$ cat src/rtl/ps2_chess_pkg.sv
// ---------------------------------------------------------------------------
// ps2_chess_pkg
//   Shared definitions for the PS/2 chess-move path:
//     - PS/2 set-2 make codes of the keys used for files (a..h) and ranks (1..8)
//     - FSM state encoding of ps2_move_decoder
//     - error codes reported on err_code
//     - scan-code lookup functions returning {hit, 3-bit index}
// ---------------------------------------------------------------------------
package ps2_chess_pkg;

    // Set-2 make codes for the file letters a..h
    localparam logic [7:0] SC_FILE_A = 8'h1C;
    localparam logic [7:0] SC_FILE_B = 8'h32;
    localparam logic [7:0] SC_FILE_C = 8'h21;
    localparam logic [7:0] SC_FILE_D = 8'h23;
    localparam logic [7:0] SC_FILE_E = 8'h24;
    localparam logic [7:0] SC_FILE_F = 8'h2B;
    localparam logic [7:0] SC_FILE_G = 8'h34;
    localparam logic [7:0] SC_FILE_H = 8'h33;

    // Set-2 make codes for the digits 1..8
    localparam logic [7:0] SC_RANK_1 = 8'h16;
    localparam logic [7:0] SC_RANK_2 = 8'h1E;
    localparam logic [7:0] SC_RANK_3 = 8'h26;
    localparam logic [7:0] SC_RANK_4 = 8'h25;
    localparam logic [7:0] SC_RANK_5 = 8'h2E;
    localparam logic [7:0] SC_RANK_6 = 8'h36;
    localparam logic [7:0] SC_RANK_7 = 8'h3D;
    localparam logic [7:0] SC_RANK_8 = 8'h3E;

    // err_code values; 3 is shared by engine timeout and user cancel
    localparam logic [1:0] ERR_NONE     = 2'd0;
    localparam logic [1:0] ERR_BADKEY   = 2'd1;
    localparam logic [1:0] ERR_NULLMOVE = 2'd2;
    localparam logic [1:0] ERR_TIMEOUT  = 2'd3;

    typedef enum logic [2:0] {
        ST_IDLE     = 3'd0,
        ST_CAPTURE  = 3'd1,
        ST_DECODE   = 3'd2,
        ST_CHECK    = 3'd3,
        ST_OFFER    = 3'd4,
        ST_ERR      = 3'd5,
        ST_WAIT_CLR = 3'd6
    } state_e;

    // Lookup result: hit=1 when the scan code belongs to the class
    typedef struct packed {
        logic       hit;
        logic [2:0] idx;
    } lut_res_t;

    function automatic lut_res_t decode_file(input logic [7:0] sc);
        lut_res_t r;
        r.hit = 1'b1;
        case (sc)
            SC_FILE_A: r.idx = 3'd0;
            SC_FILE_B: r.idx = 3'd1;
            SC_FILE_C: r.idx = 3'd2;
            SC_FILE_D: r.idx = 3'd3;
            SC_FILE_E: r.idx = 3'd4;
            SC_FILE_F: r.idx = 3'd5;
            SC_FILE_G: r.idx = 3'd6;
            SC_FILE_H: r.idx = 3'd7;
            default: begin
                r.hit = 1'b0;
                r.idx = 3'd0;
            end
        endcase
        return r;
    endfunction

    function automatic lut_res_t decode_rank(input logic [7:0] sc);
        lut_res_t r;
        r.hit = 1'b1;
        case (sc)
            SC_RANK_1: r.idx = 3'd0;
            SC_RANK_2: r.idx = 3'd1;
            SC_RANK_3: r.idx = 3'd2;
            SC_RANK_4: r.idx = 3'd3;
            SC_RANK_5: r.idx = 3'd4;
            SC_RANK_6: r.idx = 3'd5;
            SC_RANK_7: r.idx = 3'd6;
            SC_RANK_8: r.idx = 3'd7;
            default: begin
                r.hit = 1'b0;
                r.idx = 3'd0;
            end
        endcase
        return r;
    endfunction

endpackage

$ cat src/rtl/ps2_move_decoder_if.sv
// ---------------------------------------------------------------------------
// ps2_move_decoder_if
//   Bundles the receiver-side inputs (move_en, key1..key4), the engine
//   handshake (move_valid/move_ready) and the status outputs of the decoder.
//   master : the decoder (drives move offer and status)
//   slave  : the environment (receiver + engine)
// ---------------------------------------------------------------------------
interface ps2_move_decoder_if;
    logic       move_en;
    logic [7:0] key1;
    logic [7:0] key2;
    logic [7:0] key3;
    logic [7:0] key4;
    logic       move_ready;
    logic       move_valid;
    logic [2:0] from_file;
    logic [2:0] from_rank;
    logic [2:0] to_file;
    logic [2:0] to_rank;
    logic       err_pulse;
    logic [1:0] err_code;
    logic       busy;
    logic [7:0] move_count;

    modport master (
        input  move_en, key1, key2, key3, key4, move_ready,
        output move_valid, from_file, from_rank, to_file, to_rank,
               err_pulse, err_code, busy, move_count
    );

    modport slave (
        output move_en, key1, key2, key3, key4, move_ready,
        input  move_valid, from_file, from_rank, to_file, to_rank,
               err_pulse, err_code, busy, move_count
    );
endinterface

$ cat src/rtl/ps2_sync_edge.sv
// ---------------------------------------------------------------------------
// ps2_sync_edge
//   STAGES-flop synchroniser for a level from another clock domain, plus
//   single-cycle rise/fall pulses derived from the synchronised level.
//   Ports: clk, rst_n (async active-low), async_i (raw level),
//          level_o (synced level), rise_o / fall_o (edge pulses).
// ---------------------------------------------------------------------------
module ps2_sync_edge #(
    parameter int STAGES = 2
) (
    input  logic clk,
    input  logic rst_n,
    input  logic async_i,
    output logic level_o,
    output logic rise_o,
    output logic fall_o
);

    logic [STAGES-1:0] sync_q;
    logic [STAGES-1:0] sync_d;
    logic              prev_q;
    logic              prev_d;

    // Shift the raw level through the chain; remember last synced level
    always_comb begin
        sync_d = {sync_q[STAGES-2:0], async_i};
        prev_d = sync_q[STAGES-1];
    end

    // Synchroniser and edge-history flops
    always_ff @(posedge clk or negedge rst_n) begin
        if (!rst_n) begin
            sync_q <= '0;
            prev_q <= 1'b0;
        end else begin
            sync_q <= sync_d;
            prev_q <= prev_d;
        end
    end

    assign level_o = sync_q[STAGES-1];
    assign rise_o  = sync_q[STAGES-1] & ~prev_q;
    assign fall_o  = ~sync_q[STAGES-1] & prev_q;

endmodule

$ cat src/rtl/ps2_move_decoder.sv
// ---------------------------------------------------------------------------
// ps2_move_decoder
//   Turns four captured PS/2 set-2 scan codes ("e2e4") into board coordinates,
//   rejects unknown keys and null moves, and offers the move to the engine
//   over a valid/ready handshake.
//   Ports: clk, rst_n (async active-low)
//          bus (master): move_en, key1..key4, move_ready in;
//                        move_valid, from/to file/rank, err_pulse, err_code,
//                        busy, move_count out.
//   Parameters: SYNC_STAGES (move_en synchroniser depth, >=2)
//               TIMEOUT_CYC (max offer cycles, 0 = wait forever)
// ---------------------------------------------------------------------------
module ps2_move_decoder
    import ps2_chess_pkg::*;
#(
    parameter int SYNC_STAGES = 2,
    parameter int TIMEOUT_CYC = 0
) (
    input  logic              clk,
    input  logic              rst_n,
    ps2_move_decoder_if.master bus
);

    // Counter needs at least one bit even when the timeout is disabled
    localparam int TW = (TIMEOUT_CYC > 0) ? $clog2(TIMEOUT_CYC + 1) : 1;
    localparam logic [TW-1:0] TMO_LIMIT = TW'(TIMEOUT_CYC);

    state_e          state_q, state_d;
    logic [3:0][7:0] key_q, key_d;
    logic [2:0]      from_file_q, from_file_d;
    logic [2:0]      from_rank_q, from_rank_d;
    logic [2:0]      to_file_q, to_file_d;
    logic [2:0]      to_rank_q, to_rank_d;
    logic            move_valid_q, move_valid_d;
    logic            err_pulse_q, err_pulse_d;
    logic [1:0]      err_code_q, err_code_d;
    logic            busy_q, busy_d;
    logic [7:0]      move_count_q, move_count_d;
    logic [TW-1:0]   tmo_cnt_q, tmo_cnt_d;

    logic     en_level_s;
    logic     en_rise_s;
    logic     en_fall_s;
    logic     cancel_s;
    lut_res_t ff_s, fr_s, tf_s, tr_s;
    logic     all_hit_s;

    ps2_sync_edge #(
        .STAGES (SYNC_STAGES)
    ) u_sync (
        .clk     (clk),
        .rst_n   (rst_n),
        .async_i (bus.move_en),
        .level_o (en_level_s),
        .rise_o  (en_rise_s),
        .fall_o  (en_fall_s)
    );

    // The fall pulse catches a release during OFFER; the low level also
    // catches a release that happened while still decoding, which would
    // otherwise leave the offer hanging with no edge left to see.
    assign cancel_s = en_fall_s | ~en_level_s;

    // Scan-code lookup on the captured keys
    assign ff_s      = decode_file(key_q[0]);
    assign fr_s      = decode_rank(key_q[1]);
    assign tf_s      = decode_file(key_q[2]);
    assign tr_s      = decode_rank(key_q[3]);
    assign all_hit_s = ff_s.hit & fr_s.hit & tf_s.hit & tr_s.hit;

    // Next-state, datapath and registered-output decode
    always_comb begin
        state_d      = state_q;
        key_d        = key_q;
        from_file_d  = from_file_q;
        from_rank_d  = from_rank_q;
        to_file_d    = to_file_q;
        to_rank_d    = to_rank_q;
        err_code_d   = err_code_q;
        move_count_d = move_count_q;
        tmo_cnt_d    = tmo_cnt_q;

        case (state_q)
            ST_IDLE: begin
                if (en_rise_s) begin
                    state_d = ST_CAPTURE;
                end else begin
                    state_d = ST_IDLE;
                end
            end
            ST_CAPTURE: begin
                key_d   = {bus.key4, bus.key3, bus.key2, bus.key1};
                state_d = ST_DECODE;
            end
            ST_DECODE: begin
                if (all_hit_s) begin
                    from_file_d = ff_s.idx;
                    from_rank_d = fr_s.idx;
                    to_file_d   = tf_s.idx;
                    to_rank_d   = tr_s.idx;
                    state_d     = ST_CHECK;
                end else begin
                    err_code_d = ERR_BADKEY;
                    state_d    = ST_ERR;
                end
            end
            ST_CHECK: begin
                if ((from_file_q == to_file_q) && (from_rank_q == to_rank_q)) begin
                    err_code_d = ERR_NULLMOVE;
                    state_d    = ST_ERR;
                end else begin
                    tmo_cnt_d = '0;
                    state_d   = ST_OFFER;
                end
            end
            ST_OFFER: begin
                // Priority: handshake, then cancel, then timeout
                if (bus.move_ready) begin
                    move_count_d = move_count_q + 8'd1;
                    state_d      = ST_WAIT_CLR;
                end else if (cancel_s) begin
                    err_code_d = ERR_TIMEOUT;
                    state_d    = ST_ERR;
                end else if ((TIMEOUT_CYC > 0) && ((tmo_cnt_q + TW'(1)) == TMO_LIMIT)) begin
                    err_code_d = ERR_TIMEOUT;
                    state_d    = ST_ERR;
                end else begin
                    tmo_cnt_d = tmo_cnt_q + TW'(1);
                    state_d   = ST_OFFER;
                end
            end
            ST_ERR: begin
                state_d = ST_WAIT_CLR;
            end
            ST_WAIT_CLR: begin
                // Receiver keeps move_en high until backspace; one move per level
                if (!en_level_s) begin
                    state_d = ST_IDLE;
                end else begin
                    state_d = ST_WAIT_CLR;
                end
            end
            default: begin
                state_d = ST_IDLE;
            end
        endcase

        // Outputs are registered copies of the state being entered
        move_valid_d = (state_d == ST_OFFER);
        err_pulse_d  = (state_d == ST_ERR);
        busy_d       = (state_d != ST_IDLE);
    end

    // State, datapath and output registers
    always_ff @(posedge clk or negedge rst_n) begin
        if (!rst_n) begin
            state_q      <= ST_IDLE;
            key_q        <= '0;
            from_file_q  <= 3'd0;
            from_rank_q  <= 3'd0;
            to_file_q    <= 3'd0;
            to_rank_q    <= 3'd0;
            move_valid_q <= 1'b0;
            err_pulse_q  <= 1'b0;
            err_code_q   <= ERR_NONE;
            busy_q       <= 1'b0;
            move_count_q <= 8'd0;
            tmo_cnt_q    <= '0;
        end else begin
            state_q      <= state_d;
            key_q        <= key_d;
            from_file_q  <= from_file_d;
            from_rank_q  <= from_rank_d;
            to_file_q    <= to_file_d;
            to_rank_q    <= to_rank_d;
            move_valid_q <= move_valid_d;
            err_pulse_q  <= err_pulse_d;
            err_code_q   <= err_code_d;
            busy_q       <= busy_d;
            move_count_q <= move_count_d;
            tmo_cnt_q    <= tmo_cnt_d;
        end
    end

    assign bus.move_valid = move_valid_q;
    assign bus.from_file  = from_file_q;
    assign bus.from_rank  = from_rank_q;
    assign bus.to_file    = to_file_q;
    assign bus.to_rank    = to_rank_q;
    assign bus.err_pulse  = err_pulse_q;
    assign bus.err_code   = err_code_q;
    assign bus.busy       = busy_q;
    assign bus.move_count = move_count_q;

endmodule

$ cat src/flat_wrapper.sv
// flat-port wrapper written by rule: the top's interface ports become plain ports
module ps2_move_decoder_flat import ps2_chess_pkg::*;
#(
    parameter int SYNC_STAGES = 2,
    parameter int TIMEOUT_CYC = 0
)
  (clk, rst_n, bus_move_en, bus_key1, bus_key2, bus_key3, bus_key4, bus_move_ready, bus_move_valid, bus_from_file, bus_from_rank, bus_to_file, bus_to_rank, bus_err_pulse, bus_err_code, bus_busy, bus_move_count);
  ps2_move_decoder_if bus_i ();
  input  logic clk;
  input  logic rst_n;
  input wire logic [$bits(bus_i.move_en)-1:0] bus_move_en;
  input wire logic [$bits(bus_i.key1)-1:0] bus_key1;
  input wire logic [$bits(bus_i.key2)-1:0] bus_key2;
  input wire logic [$bits(bus_i.key3)-1:0] bus_key3;
  input wire logic [$bits(bus_i.key4)-1:0] bus_key4;
  input wire logic [$bits(bus_i.move_ready)-1:0] bus_move_ready;
  output wire logic [$bits(bus_i.move_valid)-1:0] bus_move_valid;
  output wire logic [$bits(bus_i.from_file)-1:0] bus_from_file;
  output wire logic [$bits(bus_i.from_rank)-1:0] bus_from_rank;
  output wire logic [$bits(bus_i.to_file)-1:0] bus_to_file;
  output wire logic [$bits(bus_i.to_rank)-1:0] bus_to_rank;
  output wire logic [$bits(bus_i.err_pulse)-1:0] bus_err_pulse;
  output wire logic [$bits(bus_i.err_code)-1:0] bus_err_code;
  output wire logic [$bits(bus_i.busy)-1:0] bus_busy;
  output wire logic [$bits(bus_i.move_count)-1:0] bus_move_count;
  assign bus_i.move_en = bus_move_en;
  assign bus_i.key1 = bus_key1;
  assign bus_i.key2 = bus_key2;
  assign bus_i.key3 = bus_key3;
  assign bus_i.key4 = bus_key4;
  assign bus_i.move_ready = bus_move_ready;
  assign bus_move_valid = bus_i.move_valid;
  assign bus_from_file = bus_i.from_file;
  assign bus_from_rank = bus_i.from_rank;
  assign bus_to_file = bus_i.to_file;
  assign bus_to_rank = bus_i.to_rank;
  assign bus_err_pulse = bus_i.err_pulse;
  assign bus_err_code = bus_i.err_code;
  assign bus_busy = bus_i.busy;
  assign bus_move_count = bus_i.move_count;
  ps2_move_decoder #(.SYNC_STAGES(SYNC_STAGES), .TIMEOUT_CYC(TIMEOUT_CYC)) u_core (.clk(clk), .rst_n(rst_n), .bus(bus_i));
endmodule
$ cat config.mk
export PLATFORM = sky130hd
export DESIGN_NAME = ps2_move_decoder_flat
export DESIGN_NICKNAME = d
export VERILOG_FILES = /design/src/rtl/ps2_chess_pkg.sv /design/src/rtl/ps2_move_decoder_if.sv /design/src/rtl/ps2_sync_edge.sv /design/src/rtl/ps2_move_decoder.sv /design/src/flat_wrapper.sv
export SDC_FILE = /design/constraint.sdc
export NUM_CORES = 1
export LEC_CHECK = 0
export ABC_AREA = 1
export BUFFER_PORTS_ARGS = -buffer_cell sky130_fd_sc_hd__buf_4
export CAP_MARGIN = 15
export CORE_UTILIZATION = 55
export CTS_CLUSTER_DIAMETER = 80
export CTS_CLUSTER_SIZE = 12
export DETAILED_ROUTE_END_ITERATION = 8
export GPL_TIMING_DRIVEN = 0
export PLACE_DENSITY = 0.8
export SLEW_MARGIN = 20
export SYNTH_ARGS = -nofsm -noshare
export SYNTH_HDL_FRONTEND = slang
export SYNTH_SLANG_ARGS = --single-unit
$ cat constraint.sdc
create_clock -name clk -period 1.7 [get_ports clk]
set_input_delay 0.085 -clock clk [delete_from_list [all_inputs] [get_ports clk]]
set_output_delay 0.085 -clock clk [all_outputs]
set_load 0.005 [all_outputs]
==> summary.md, run 1 <==
| Metric | Value |
|---|---|
| Peak supply drop | 900.0 uV |
| CTS tree | built |
| Num CTS Buffers | 9 |
| Largest family of logic cells by synthesized area | simple AND/OR/NAND/NOR gates |
| Row Count | 27 |
| Clock Skew | 0.01490 ns |
| Overall power | about 6.6 mW |
| Post-Synth Adder-Cell Area | 0.3860% |
| Final setup margin | -0.2192 ns |
| Hold Slack | roughly 0.085 ns |
| Die Wd | between 70 and 80 um |
| RSZ-0062 raised after global routing | true |
| Synth Flop Type | dfrtp_1 |
| Initial Util | about 58% |
| Synth area leader | dfrtp_1 |
| DP Cell Count | 542 |
| Worst setup EP type | flop |
| Initial antenna violation count | 0 |
| Layout cells sized above 1 | 37.89% |
| Crit path time final | roughly 1.9 ns |
| CTS root buffer | clkbuf_8 |
| Violated checks | negative setup slack |
| CORE AREA | around 5600 um2 |
| Largest net degree at the start of global routing | 64 |
| Max cap viols | 0 |
| Critical path class | flop to flop |
| Status | finished with violations |
| Worst-path clk slew | about 0.07 ns |
| Clk buf depth | 2 |
| Avg WL per Cell | roughly 16 um |
| First-pass GRT wire length | 14.48 mm |
| Die Area | between 6000 and 7000 um2 |
| Final nets | 573 |
| Post-synthesis mux area share | 0% |
| Via/cell ratio | between 5 and 6 |
| Worst EP arrival | around 2.1 ns |
| Placer Congestion | about 0.88 |
| PD cells | 1400 nW/um2 |
| Area contributors post-synth | dfrtp_1, nand2_1, nor2_1 |
| Xor/xnor share of the synthesized area | roughly 3.0% |
| Global route hottest layer | met2 |
| Worst Tran Pin Value | approximately 0.8 ns |
| Hold Path Class | input port to flop |
| Seq pwr share | 38.0% |
| Port bufs | 60 |
| Top fanout value on the critical path | 6 |
| Net Count, Synth | 447 |
| Fmax | around 520 MHz |
| Drt initial violations | slightly below 300 |
| Die Ht | between 70 and 80 um |
| Synth Cell Area | 3242 um2 |
| Switching Fraction | 42.44% |
| Drt pass-1 iters | 4 |
| Number of global-route vias before repair | roughly 3.3k |
| Worst skew pair latency | about 0.35 ns |
| Global router's overall resource usage | between 30% and 40% |
| Post-synth top area share | 48.63% |
| Startpoint Class | flop |
| Synth async-reset ratio | between 90% and 100% |
| Final period util | 112.9% |
| Number of clock sinks | 63 |
| YS warnings | 0 |
| Placed Area | 3782 um2 |
| Pleak | about 2.4 nW |
| Vias | ~3.3k |
| Yosys reg bits | 63 |
| Number of synthesized flops with an enable pin | 0 |
| WP data required | about 1.9 ns |
| Register area share after synthesis | between 40% and 50% |
| GR Overflow Total | 0 |
| Post-Route WL | 9.638 mm |
| Clock Power Share | 19.5% |
| Num ports | approximately 60 |
| Comb power frac | a little over two fifths |
| Final Hold Vio Count | 0 |
| Compound-Gate Fraction of Synth Area | 8.568% |
| Met3 Use GR | under 10% |
| H-tree depth | 3 |
| Max-slew violations | 0 |
| Slew margin rel. | about half |
| Mapped Cells | between 400 and 500 |
| Fin cells | ~600 |
| Area share of and/or/nand/nor cells after synthesis | between 30% and 40% |
| Setup violators final | 18 |
| Internal power | between 3 and 4 mW |
| Met1 Track Usage GR | a little under two fifths |
| Switching Power | around 2.8 mW |
| DRC viols | 0 |
| Routed Antenna Nets | 0 |
| M2 GR Usage | between 50% and 60% |
| Layout overhead on the synthesized area | 45.97% |
| Final Cell Area | approximately 4700 um2 |
| Netlist cell types | 29 |
| Post-DP HPWL | ~5.1 mm |
| Avg Inst Size Synth | between 7 and 8 um2 |
| Diodes inserted | 0 |
stage by stage:
| step | worst slack, ns | setup TNS (ns) | utilization, % |
|---|---|---|---|
| after floorplan | 0.1705 | 0 | - |
| after global placement | -0.04301 | -0.6035 | 67.45 |
| after detailed placement | -0.1060 | -2.547 | 67.45 |
| after CTS | -0.03207 | -0.2662 | 80.68 |
| after global routing | -0.2637 | -3.414 | 84.38 |
| final | -0.2192 | -2.044 | 84.38 |
routing by layer:
metal	part of all wire (%)	routed length, um
met3	6.4	619
met5	0	0
met4	3.0	291
met2	52	4970
met1	39	3756
registers in the layout, indices dropped and copies added, names as in the netlist:
| signal | count |
|---|---|
| u_core.bus.err_pulse | 1 |
| u_core.bus.busy | 1 |
| u_core.bus.from_file | 3 |
| u_core.bus.to_rank | 3 |
| u_core.bus.move_valid | 1 |
| u_core.bus.err_code | 2 |
| u_core.state_q | 3 |
| u_core.u_sync.sync_q | 2 |
| u_core.u_sync.prev_q | 1 |
| u_core.bus.move_count | 8 |
| u_core.bus.to_file | 3 |
| u_core.bus.from_rank | 3 |
| u_core.key_q | 32 |
placed cells by master, fill, tap and decap left out, drive strengths merged, types with 6 or more instances in the layout:
cell         instances
nor2                53
inv                 42
o21ai               38
nand2              151
nand3               18
buf                 83
clkbuf              18
xnor2                6
dfrtp               63
dlygate4sd3         34
worst paths after layout:
kind	startpoint	endpoint	slack (ns)	cells after the start
max	u_core.key_q[1]$_DFFE_PN0P_	u_core.bus.busy$_DFF_PN0_	-0.22	13
min	bus_move_ready	u_core.bus.move_count[0]$_DFFE_PN0P_	0.09	3
max reg2reg	u_core.key_q[1]$_DFFE_PN0P_	u_core.bus.busy$_DFF_PN0_	-0.22	13
max in group asynchronous	rst_n	u_core.key_q[1]$_DFFE_PN0P_	0.79	2
min in group asynchronous	rst_n	u_core.key_q[16]$_DFFE_PN0P_	0.36	2
min reg2reg	u_core.u_sync.sync_q[0]$_DFF_PN0_	u_core.u_sync.sync_q[1]$_DFF_PN0_	0.34	0
repair_timing:
action	in CTS	in global routing
pin swaps	4	5
endpoints found under the setup margin	45	52
hold endpoints to repair	96	0
cloned	1	1
buffers inserted	15	5
hold buffers	34	0
resized for setup	23	59
worst max-delay path, cell delays in order (launching register included):
cell	delay, ns
dfrtp_2	0.47
nand2_2	0.11
inv_2	0.05
nand2_1	0.09
nand2_1	0.07
nand2_1	0.08
nand3_2	0.11
nor2_2	0.15
nor2_4	0.06
nand4_4	0.12
buf_12	0.14
nand2_1	0.08
nor2_1	0.15
nand2_1	0.10
layout make-up:
class / count / area, um2
plain buffers: 8 / 65.06
fillers: 328 / 875.8
multi-input cells: 296 / 1647
clock inverters: 4 / 45.04
inverters: 43 / 162.7
repair buffers: 115 / 997.2
clock buffers: 12 / 145.1
flip-flops and latches: 63 / 1580
well taps: 72 / 90.09
Yosys cell counts (4+ instances only):
cell	number
inv_2	9
dfrtp_1	63
nand2_1	135
nor3_1	4
nor2_4	4
nand3_1	16
o21ai_0	27
nor2_2	9
nand2_2	16
xnor2_1	6
clkbuf_1	5
o21ai_2	11
a21oi_1	5
xor2_1	5
nor2_1	40
inv_1	33
cells by family after synthesis:
kind of cell | Yosys count
buf+inv | 51
flops | 63
xor+xnor | 11
simple gates | 238
compound gates | 46
fa+ha+maj | 1
power groups by stage:
stage / clock [mW] / sequential (mW) / combinational (mW)
after global routing: 1.37 / 2.58 / 3.13
after CTS: 1.29 / 2.45 / 2.37
after floorplan: 0 / 2.39 / 1.53
final: 1.29 / 2.52 / 2.82
after detailed placement: 0 / 2.45 / 2.15
after global placement: 0 / 2.43 / 2.05
(Power assumes the default switching activity.)
==> run 2, diff against run 1 <==
==> constraint.sdc (replaced) <==
create_clock -name clk -period 2.17 [get_ports clk]
set_input_delay 0.1085 -clock clk [delete_from_list [all_inputs] [get_ports clk]]
set_output_delay 0.1085 -clock clk [all_outputs]
set_load 0.005 [all_outputs]
==> run 2 against run 1 <==
- the flow now finishes without violations
- routed wire length down 20%
- core utilization down 7.5 points
- final area decreased by 8.9%
- worst hold slack better by 0.065 ns
- sequential power decreased by 24%
- die area is the same
- largest cell class is now flip-flops and latches
==> summary.md, run 2 (synthesized netlist as in run 1, its figures left out) <==
| Metric | Value |
|---|---|
| Internal power | 2.794 mW |
| Global router's overall resource usage | roughly 29% |
| Pleak | between 2 and 2.5 nW |
| WP data required | around 2.4 ns |
| GR Overflow Total | 0 |
| Max reg flops | 32 |
| Drt pass-1 iters | 5 |
| Post-Route WL | ~7.7 mm |
| Vias | between 3k and 4k |
| Diodes inserted | 0 |
| Most frequent cells in the layout | nand2_1, dfrtp_1, buf_4 |
| Post CTS Setup Buffer Count | 0 |
| Startpoint Class | flop |
| Switching Power | 1.897 mW |
| H-tree depth | 3 |
| DRC viols | 0 |
| Worst EP arrival | about 2.1 ns |
| Switching Fraction | between 40 and 50% |
| Slew margin rel. | between 40% and 50% |
| Num CTS Buffers | 9 |
| Routed Antenna Nets | 0 |
| Avg WL per Cell | about 13 um |
| Status | finished, final reports clean |
| First-pass GRT wire length | about 14 mm |
| Cell count of the worst reg-to-reg path | 7 |
| Worst R2R End | u_core.key_q[21]$_DFFE_PN0P_ |
| Via/cell ratio | around 5 |
| Number of global-route vias before repair | ~3.2k |
| Final nets | about 550 |
| Row Count | 27 |
| CORE AREA | 5608 um2 |
| Final Hold Vio Count | 0 |
| Placer Congestion | 0.8795 |
| Storage element area | around 1600 um2 |
| Die Area | 6206 um2 |
| Most common cell after layout, fill and taps aside | nand2_1 |
| Comb power frac | 37.7% |
| Setup violators final | 0 |
| Drt initial violations | around 250 |
| Num ports | slightly above 60 |
| PD cells | ~1100 nW/um2 |
| Setup TNS | 0 ns |
| Fmax | 532.2 MHz |
| Worst Hold Path EP | u_core.bus.move_count[0]$_DFFE_PN0P_ |
| Clock Power Share | roughly a fifth |
| Max cap viols | 0 |
| Largest net degree at the start of global routing | 64 |
| Post-cts hold buffer count | 34 |
| CTS tree | built |
| Largest register by flop count | u_core.key_q |
| Fill count | about 430 |
| Initial Util | approximately 58% |
| Final Cell Area | 4313 um2 |
| Hold-critical path depth | 3 |
| Initial antenna violation count | 0 |
| CTS root buffer | clkbuf_8 |
| Critical path class | flop to flop |
| Crit path time final | ~1.9 ns |
| Clock Skew | about 0.011 ns |
| Peak supply drop | between 600 and 700 uV |
| RSZ-0062 raised after global routing | false |
| Top fanout value on the critical path | 10 |
| Clk buf depth | 2 |
| Port bufs | 60 |
| Hold Slack | between 0.1 and 0.15 ns |
| Final period util | between 80% and 90% |
| R2R setup slack | between 0.2 and 0.3 ns |
| Placed Area | roughly 3800 um2 |
| Worst Tran Pin Value | 0.7786 ns |
| Die Ht | 78.78 um |
| Hold Path Class | input port to flop |
| Layout overhead on the synthesized area | 33.04% |
| Multi-input gate area | ~1500 um2 |
| Critical hold path startpoint | bus_move_ready |
| Layout cells sized above 1 | 25.38% |
| Worst skew pair latency | roughly 0.35 ns |
| Worst setup EP type | flop |
| Number of clock sinks | between 60 and 70 |
| Die Wd | a little under 80 um |
| Worst-path clk slew | about 0.060 ns |
| Resize count post-CTS | 0 |
| R2R Path Start | u_core.state_q[1]$_DFF_PN0_ |
| Seq pwr share | slightly above 40% |
| Post-DP HPWL | slightly above 5 mm |
| Max-slew violations | 0 |
run 2: stage by stage:
stage | util, % | worst slack [ns] | power (mW) | std cells
after floorplan | - | 0.6405 | 3.068 | 410
after global placement | 67.45 | 0.4270 | 3.511 | 542
after detailed placement | 67.45 | 0.3640 | 3.608 | 542
after CTS | 76.91 | 0.3215 | 4.666 | 592
after global routing | 76.91 | 0.1083 | 5.095 | 592
final | 76.91 | 0.2910 | 4.691 | 592
run 2: how the worst max path moves through the flow:
| stage | start | endpoint | slack, ns | depth (start not counted) |
|---|---|---|---|---|
| after floorplan | u_core.key_q[23]$_DFFE_PN0P_ | u_core.bus.to_file[0]$_DFFE_PN0P_ | 0.64 | 11 |
| after global placement | u_core.key_q[1]$_DFFE_PN0P_ | u_core.bus.move_valid$_DFF_PN0_ | 0.43 | 11 |
| after detailed placement | u_core.state_q[1]$_DFF_PN0_ | u_core.key_q[28]$_DFFE_PN0P_ | 0.36 | 7 |
| after CTS | u_core.state_q[1]$_DFF_PN0_ | u_core.key_q[24]$_DFFE_PN0P_ | 0.32 | 6 |
| after global routing | u_core.state_q[1]$_DFF_PN0_ | u_core.key_q[21]$_DFFE_PN0P_ | 0.11 | 7 |
| final | u_core.state_q[1]$_DFF_PN0_ | u_core.key_q[21]$_DFFE_PN0P_ | 0.29 | 7 |
run 2: power by group through the flow:
stage,logic [mW],clock network [mW],registers (mW)
after global placement,1.61,0,1.90
final,1.77,1.00,1.92
after global routing,2.06,1.07,1.96
after CTS,1.75,1.01,1.90
after detailed placement,1.68,0,1.92
after floorplan,1.20,0,1.87
run 2: cell type report:
class	count	area share [%]
multi-input combinational	296	33.83
inverter	43	3.742
buffer	8	1.044
clock buffer	12	3.365
sequential	63	36.55
clock inverter	4	1.044
tap	72	2.089
timing repair buffer	94	18.33
run 2: routing by layer:
metal  vias up  routed length (um)  global-route usage [%]
li1       1494                   -                       -
met1      1403                3243                   36.88
met2       115                3808                   47.65
met3        22                 543                   7.011
met4         0                 140                   11.48
met5         -                   0                       0
run 2: critical path, cell delays in order (launching register included):
cell and delay, ns:
dfrtp_1 0.39, inv_1 0.08, nand2_1 0.07, nor2_1 0.17
clkbuf_1 0.41, clkinv_1 0.40, nand2_1 0.16, nand2_1 0.07
